[config.mk]
export PLATFORM = sky130hd
export DESIGN_NAME = clk_div_bank
export DESIGN_NICKNAME = d
export VERILOG_FILES = /design/src/rtl/clk_div_pkg.sv /design/src/rtl/clk_div_chan.sv /design/src/rtl/clk_div_bank.sv
export SDC_FILE = /design/constraint.sdc
export NUM_CORES = 1
export LEC_CHECK = 0
export ABC_AREA = 1
export CAP_MARGIN = 20
export CORE_MARGIN = 2
export CORE_UTILIZATION = 50
export CTS_CLUSTER_DIAMETER = 50
export DETAILED_ROUTE_END_ITERATION = 12
export PLACE_DENSITY = 0.67
export SLEW_MARGIN = 20
export SYNTH_ARGS = -nofsm -noshare
export SYNTH_HDL_FRONTEND = slang
export SYNTH_SLANG_ARGS = --single-unit
[constraint.sdc]
create_clock -name in_clk -period 6.7 [get_ports in_clk]
set_input_delay 2.01 -clock in_clk [delete_from_list [all_inputs] [get_ports in_clk]]
set_output_delay 2.01 -clock in_clk [all_outputs]
set_load 0.01 [all_outputs]
[src/rtl/clk_div_pkg.sv]
// clk_div_pkg: shared constants and types for the clock-enable divider bank.
// Optional phase alignment is enabled with CLK_DIV_PHASE_ALIGN_EN.
package clk_div_pkg;

  localparam int DEF_CNT_W = 16;
  localparam int MIN_DIV   = 1;

  typedef struct packed {
    logic [DEF_CNT_W-1:0] div;
    logic                 cascade;
  } chan_cfg_t;

  function automatic int ch_w(input int n);
    return (n > 1) ? $clog2(n) : 1;
  endfunction

endpackage

[src/rtl/clk_div_chan.sv]
// clk_div_chan: one divider channel with shadowed ratio/cascade config.
// Optional phase alignment is enabled with CLK_DIV_PHASE_ALIGN_EN.
module clk_div_chan
  import clk_div_pkg::*;
#(
  parameter int CNT_W       = DEF_CNT_W,
  parameter int DEFAULT_DIV = 2
) (
  input  logic             clk,
  input  logic             rst_n,
  input  logic             en,
  input  logic             prev_tick,
`ifdef CLK_DIV_PHASE_ALIGN_EN
  input  logic             sync,
`endif
  input  logic             wr,
  input  logic [CNT_W-1:0] wr_div,
  input  logic             wr_cas,
  output logic             tick,
  output logic             dclk,
  output logic             pend
);

  logic [CNT_W-1:0] cnt;
  logic [CNT_W-1:0] div_q;
  logic [CNT_W-1:0] sh_div;
  logic             cas_q;
  logic             sh_cas;
  logic             imm;
  logic             src;
  logic             last;
  logic             sync_hit;

`ifdef CLK_DIV_PHASE_ALIGN_EN
  assign sync_hit = sync;
`else
  assign sync_hit = 1'b0;
`endif

  // source select and terminal-count detect
  always_comb begin
    src  = cas_q ? prev_tick : 1'b1;
    last = (cnt == div_q - CNT_W'(1));
  end

  // counter, tick, square wave and shadow config
  always_ff @(posedge clk or negedge rst_n) begin
    if (!rst_n) begin
      cnt    <= '0;
      div_q  <= CNT_W'(DEFAULT_DIV);
      cas_q  <= 1'b0;
      sh_div <= '0;
      sh_cas <= 1'b0;
      pend   <= 1'b0;
      imm    <= 1'b0;
      tick   <= 1'b0;
      dclk   <= 1'b0;
    end else begin
      tick <= 1'b0;
      if (sync_hit) begin
        cnt  <= '0;
        dclk <= 1'b0;
        imm  <= 1'b0;
        if (pend) begin
          div_q <= sh_div;
          cas_q <= sh_cas;
          pend  <= 1'b0;
        end
      end else if (pend && imm) begin
        div_q <= sh_div;
        cas_q <= sh_cas;
        cnt   <= '0;
        pend  <= 1'b0;
        imm   <= 1'b0;
      end else if (en && src) begin
        if (last) begin
          cnt  <= '0;
          tick <= 1'b1;
          dclk <= ~dclk;
          if (pend) begin
            div_q <= sh_div;
            cas_q <= sh_cas;
            pend  <= 1'b0;
          end
        end else begin
          cnt <= cnt + CNT_W'(1);
        end
      end
      if (wr) begin
        sh_div <= wr_div;
        sh_cas <= wr_cas;
        pend   <= 1'b1;
        imm    <= ~en;
      end
    end
  end

endmodule

[src/rtl/clk_div_bank.sv]
// clk_div_bank: bank of programmable clock-enable dividers with cascade.
// Optional sync_req phase alignment is enabled with CLK_DIV_PHASE_ALIGN_EN.
module clk_div_bank
  import clk_div_pkg::*;
#(
  parameter int  NUM_CH      = 3,
  parameter int  CNT_W       = DEF_CNT_W,
  parameter int  DEFAULT_DIV = 2,
  localparam int CH_W        = ch_w(NUM_CH)
) (
  input  logic              in_clk,
  input  logic              rst_n,
  input  logic              en,
`ifdef CLK_DIV_PHASE_ALIGN_EN
  input  logic              sync_req,
`endif
  input  logic              cfg_valid,
  output logic              cfg_ready,
  input  logic [CH_W-1:0]   cfg_chan,
  input  logic [CNT_W-1:0]  cfg_div,
  input  logic              cfg_cascade,
  output logic [NUM_CH-1:0] div_tick,
  output logic [NUM_CH-1:0] div_clk,
  output logic [NUM_CH-1:0] pend
);

  logic [NUM_CH-1:0] hit;
  logic [CNT_W-1:0]  div_sat;
  logic              accept;

  // one-hot channel select; out-of-range channels match nothing
  always_comb begin
    hit = '0;
    for (int k = 0; k < NUM_CH; k++) begin
      hit[k] = (cfg_chan == CH_W'(k));
    end
  end

  // handshake; unknown channels are always ready and writes vanish
  always_comb begin
    cfg_ready = ~|(hit & pend);
    accept    = cfg_valid && cfg_ready;
    div_sat   = (cfg_div == '0) ? CNT_W'(MIN_DIV) : cfg_div;
  end

  for (genvar k = 0; k < NUM_CH; k++) begin : g_ch
    logic prev;
    if (k == 0) begin : g_head
      assign prev = 1'b1;
    end else begin : g_link
      assign prev = div_tick[k-1];
    end

    clk_div_chan #(
      .CNT_W       (CNT_W),
      .DEFAULT_DIV (DEFAULT_DIV)
    ) u_chan (
      .clk       (in_clk),
      .rst_n     (rst_n),
      .en        (en),
      .prev_tick (prev),
`ifdef CLK_DIV_PHASE_ALIGN_EN
      .sync      (sync_req),
`endif
      .wr        (accept && hit[k]),
      .wr_div    (div_sat),
      .wr_cas    (cfg_cascade),
      .tick      (div_tick[k]),
      .dclk      (div_clk[k]),
      .pend      (pend[k])
    );
  end

endmodule

==> results.json <==
{
  "critical_path.startpoint_type": "input port",
  "post-dp-hpwl_mm": 17.0,
  "worstSetupEndpointType": "output port",
  "crit_arrival_ps": 3600,
  "viasPerCell": 5.30,
  "cts_buffer_depth": 2,
  "crit_top_cell": "clkdlybuf4s50_1",
  "syn_area_per_cell_um2": 7.66,
  "place_inst": 1450,
  "cts_resized": 0,
  "cts-buffers-inserted": 17,
  "first_pass_iters": 5,
  "layout_setup_ws_ps": 1090,
  "status": "finished, final reports clean",
  "synth_ff_type": "dfrtp_1",
  "vias": 7855,
  "finalHoldViolCount": 0,
  "gp_congestion": 0.874,
  "r2r-start": "g_ch[1].u_chan.div_q[0]$_DFFE_PN0P_",
  "grt_pass1_vias": 7589,
  "boundaryPins": 33,
  "design_area_um2": 10400,
  "drt_drc_violations_left": 0,
  "min_from": "g_ch[2].u_chan.dclk$_DFFE_PN0P_",
  "slew_viol_final": 0,
  "fillCellCount": 1732,
  "dieArea_um2": 19800,
  "max_cap_viol_count": 0,
  "max_freq_mhz": 178,
  "clock_skew_ps": 8.00,
  "cts_num_sinks": 160,
  "ys_ff_latch": 160,
  "ys_seq_area_share_pct": 42.9,
  "reg2reg_slack_ps": 3650,
  "ir_drop_v": 0.000194,
  "cts_hold_buf": 0,
  "slew_headroom_pct": 41.0,
  "synth_edf_count": 0,
  "placed_area_um2": 9770,
  "port_buffers": 32,
  "cp_max_fo": 4,
  "rsz0062_at_grt": "false",
  "wirelength_mm": 22.9,
  "num_antenna_cells": 0,
  "clockRootBuffer": "clkbuf_16",
  "final_cell_mix": "nand2_1, dfrtp_1, nor2_1",
  "postCtsSetupRepairBufs": 0,
  "hold_depth": 1,
  "yosysUniqueCellTypes": 45,
  "syn_nets": 1250,
  "dpl_worst_slack_ps": 1150,
  "cts.clk_slew.worst_paths_ps": 70,
  "die_x_um": 141,
  "yosysWarnings": 0,
  "p_total_mw": 5.08,
  "wl_per_cell_um": 15.4,
  "syn2layout_area_growth_pct": 11.7,
  "insertion_delay_ps": 430,
  "path_cells": "clkdlybuf4s50_1 -> inv_1 -> nor2_1 -> a221oi_2 -> clkdlybuf4s50_1",
  "antenna_found_initial": 0,
  "powerDensity_nw_per_um2": 487,
  "final_common_cell": "nand2_1",
  "ys_async_sr_fraction_pct": 100,
  "criticalPathCategory": "in -> out",
  "critical_path_required_ps": 4690,
  "drtIter0Drc": 522,
  "core_area_um2": 18500,
  "ant_nets": 0,
  "rows": 50,
  "r2r_cells": 13,
  "fin_setup_tns_ps": 0,
  "synth_cells": 1221,
  "fin_crit_sh_pct": 83.8,
  "grt_first_pass_wirelength_mm": 38.2,
  "syn_area_um2": 9350,
  "die_y_um": 141,
  "hp-class": "reg -> reg",
  "stdcell_count": 1482,
  "gr-total-overflow": 0,
  "grt_max_degree": 63,
  "r2r-end": "g_ch[1].u_chan.div_q[7]$_DFFE_PN0P_",
  "initial_utilization_pct": 50.5,
  "track_usage_pct": 24.5,
  "tightest_slew_ps": 884,
  "leakage_nw": 5.22,
  "finalSetupViolations": 0,
  "htreeDepth": 4,
  "crit_slowest_cell": "clkdlybuf4s50_1",
  "nets": 1264,
  "max_stage_delay_ps": 610,
  "min_to": "g_ch[2].u_chan.dclk$_DFFE_PN0P_",
  "drive_gt1_share_pct": 7.93,
  "fin_crit_ps": 5610,
  "cts_tree": "done"
}
==> registers in the layout, summed over array words and instances (netlist names) <==
name and cells:
g_ch.u_chan.cas_q 2, g_ch.u_chan.cnt 48, g_ch.u_chan.dclk 3, g_ch.u_chan.div_q 48, g_ch.u_chan.imm 3, g_ch.u_chan.pend 3, g_ch.u_chan.sh_cas 2, g_ch.u_chan.sh_div 48
g_ch.u_chan.tick 3
==> worst max-delay path: cells and delay by family <==
kind / cells / cell delay (ps)
simple gates: 1 / 70
buf+inv: 3 / 1150
compound gates: 1 / 370
==> layer usage <==
metal	GRT usage [%]	wire length (um)	vias to the layer above
met2	41.3	11200	97
met4	7.26	362	0
li1	-	-	4014
met3	3.19	542	30
met1	33.2	10800	3714
met5	0	0	-
==> synthesized netlist by cell type (3+ instances only) <==
cell type / instances / area [um2]
buf_2: 5 / 25.0
ha_1: 6 / 75.1
nor3_1: 13 / 65.1
xnor2_1: 21 / 184
o21ai_0: 72 / 360
nand2_2: 13 / 81.3
clkbuf_1: 21 / 78.8
nor2_1: 130 / 488
o22ai_1: 3 / 18.8
nand3_1: 66 / 330
nor2_2: 14 / 87.6
nor4_1: 7 / 43.8
inv_1: 96 / 360
xor2_1: 51 / 447
and2_1: 3 / 18.8
or2_2: 5 / 31.3
nand4_1: 76 / 475
nor2_4: 3 / 33.8
nor2_8: 3 / 60.1
buf_6: 3 / 33.8
mux2_2: 3 / 33.8
dfstp_2: 3 / 78.8
dfrtp_1: 157 / 3930
nand3_4: 4 / 70.1
nand3b_1: 20 / 150
inv_2: 5 / 18.8
nand2_1: 364 / 1370
buf_4: 14 / 105
a21oi_1: 20 / 100
==> worst max-delay path by stage <==
stage	from	end	slack (ps)	cells past startpoint
2_1_floorplan	cfg_chan[0]	cfg_ready	2190	3
3_3_place_gp	cfg_chan[0]	cfg_ready	1190	5
3_5_place_dp	cfg_chan[0]	cfg_ready	1150	5
5_1_grt	cfg_chan[1]	cfg_ready	980	5
6_report	cfg_chan[1]	cfg_ready	1090	5
4_1_cts	cfg_chan[0]	cfg_ready	1140	5
==> per-stage QoR <==
step                hold slack [ps]  utilization [%]
floorplan                       442                -
global placement                459             52.7
detailed placement              458             52.7
CTS                             470             56.4
global route                    480             56.4
finish                          465             56.4
==> where the power goes <==
part	internal (mW)	switching, mW
logic	0.839	1.47
registers	1.29	0.389
clock network	0.679	0.415
total	2.81	2.28
==> cell type report <==
cell class,count,area (um2),share of cell area (%)
timing repair buffer,38,367,3.51
tap,234,293,2.80
clock inverter,14,229,2.19
multi-input combinational,917,4730,45.3
inverter,101,379,3.63
sequential,160,4010,38.4
clock buffer,18,439,4.21
==> cell families after synthesis <==
kind of cell | synth area share (%)
compound gates | 6.01
xor+xnor | 7.16
fa+ha+maj | 0.803
buf+inv | 6.65
flops | 42.9
mux | 0.361
simple gates | 36.2
Power figures use the tool's default switching activity.
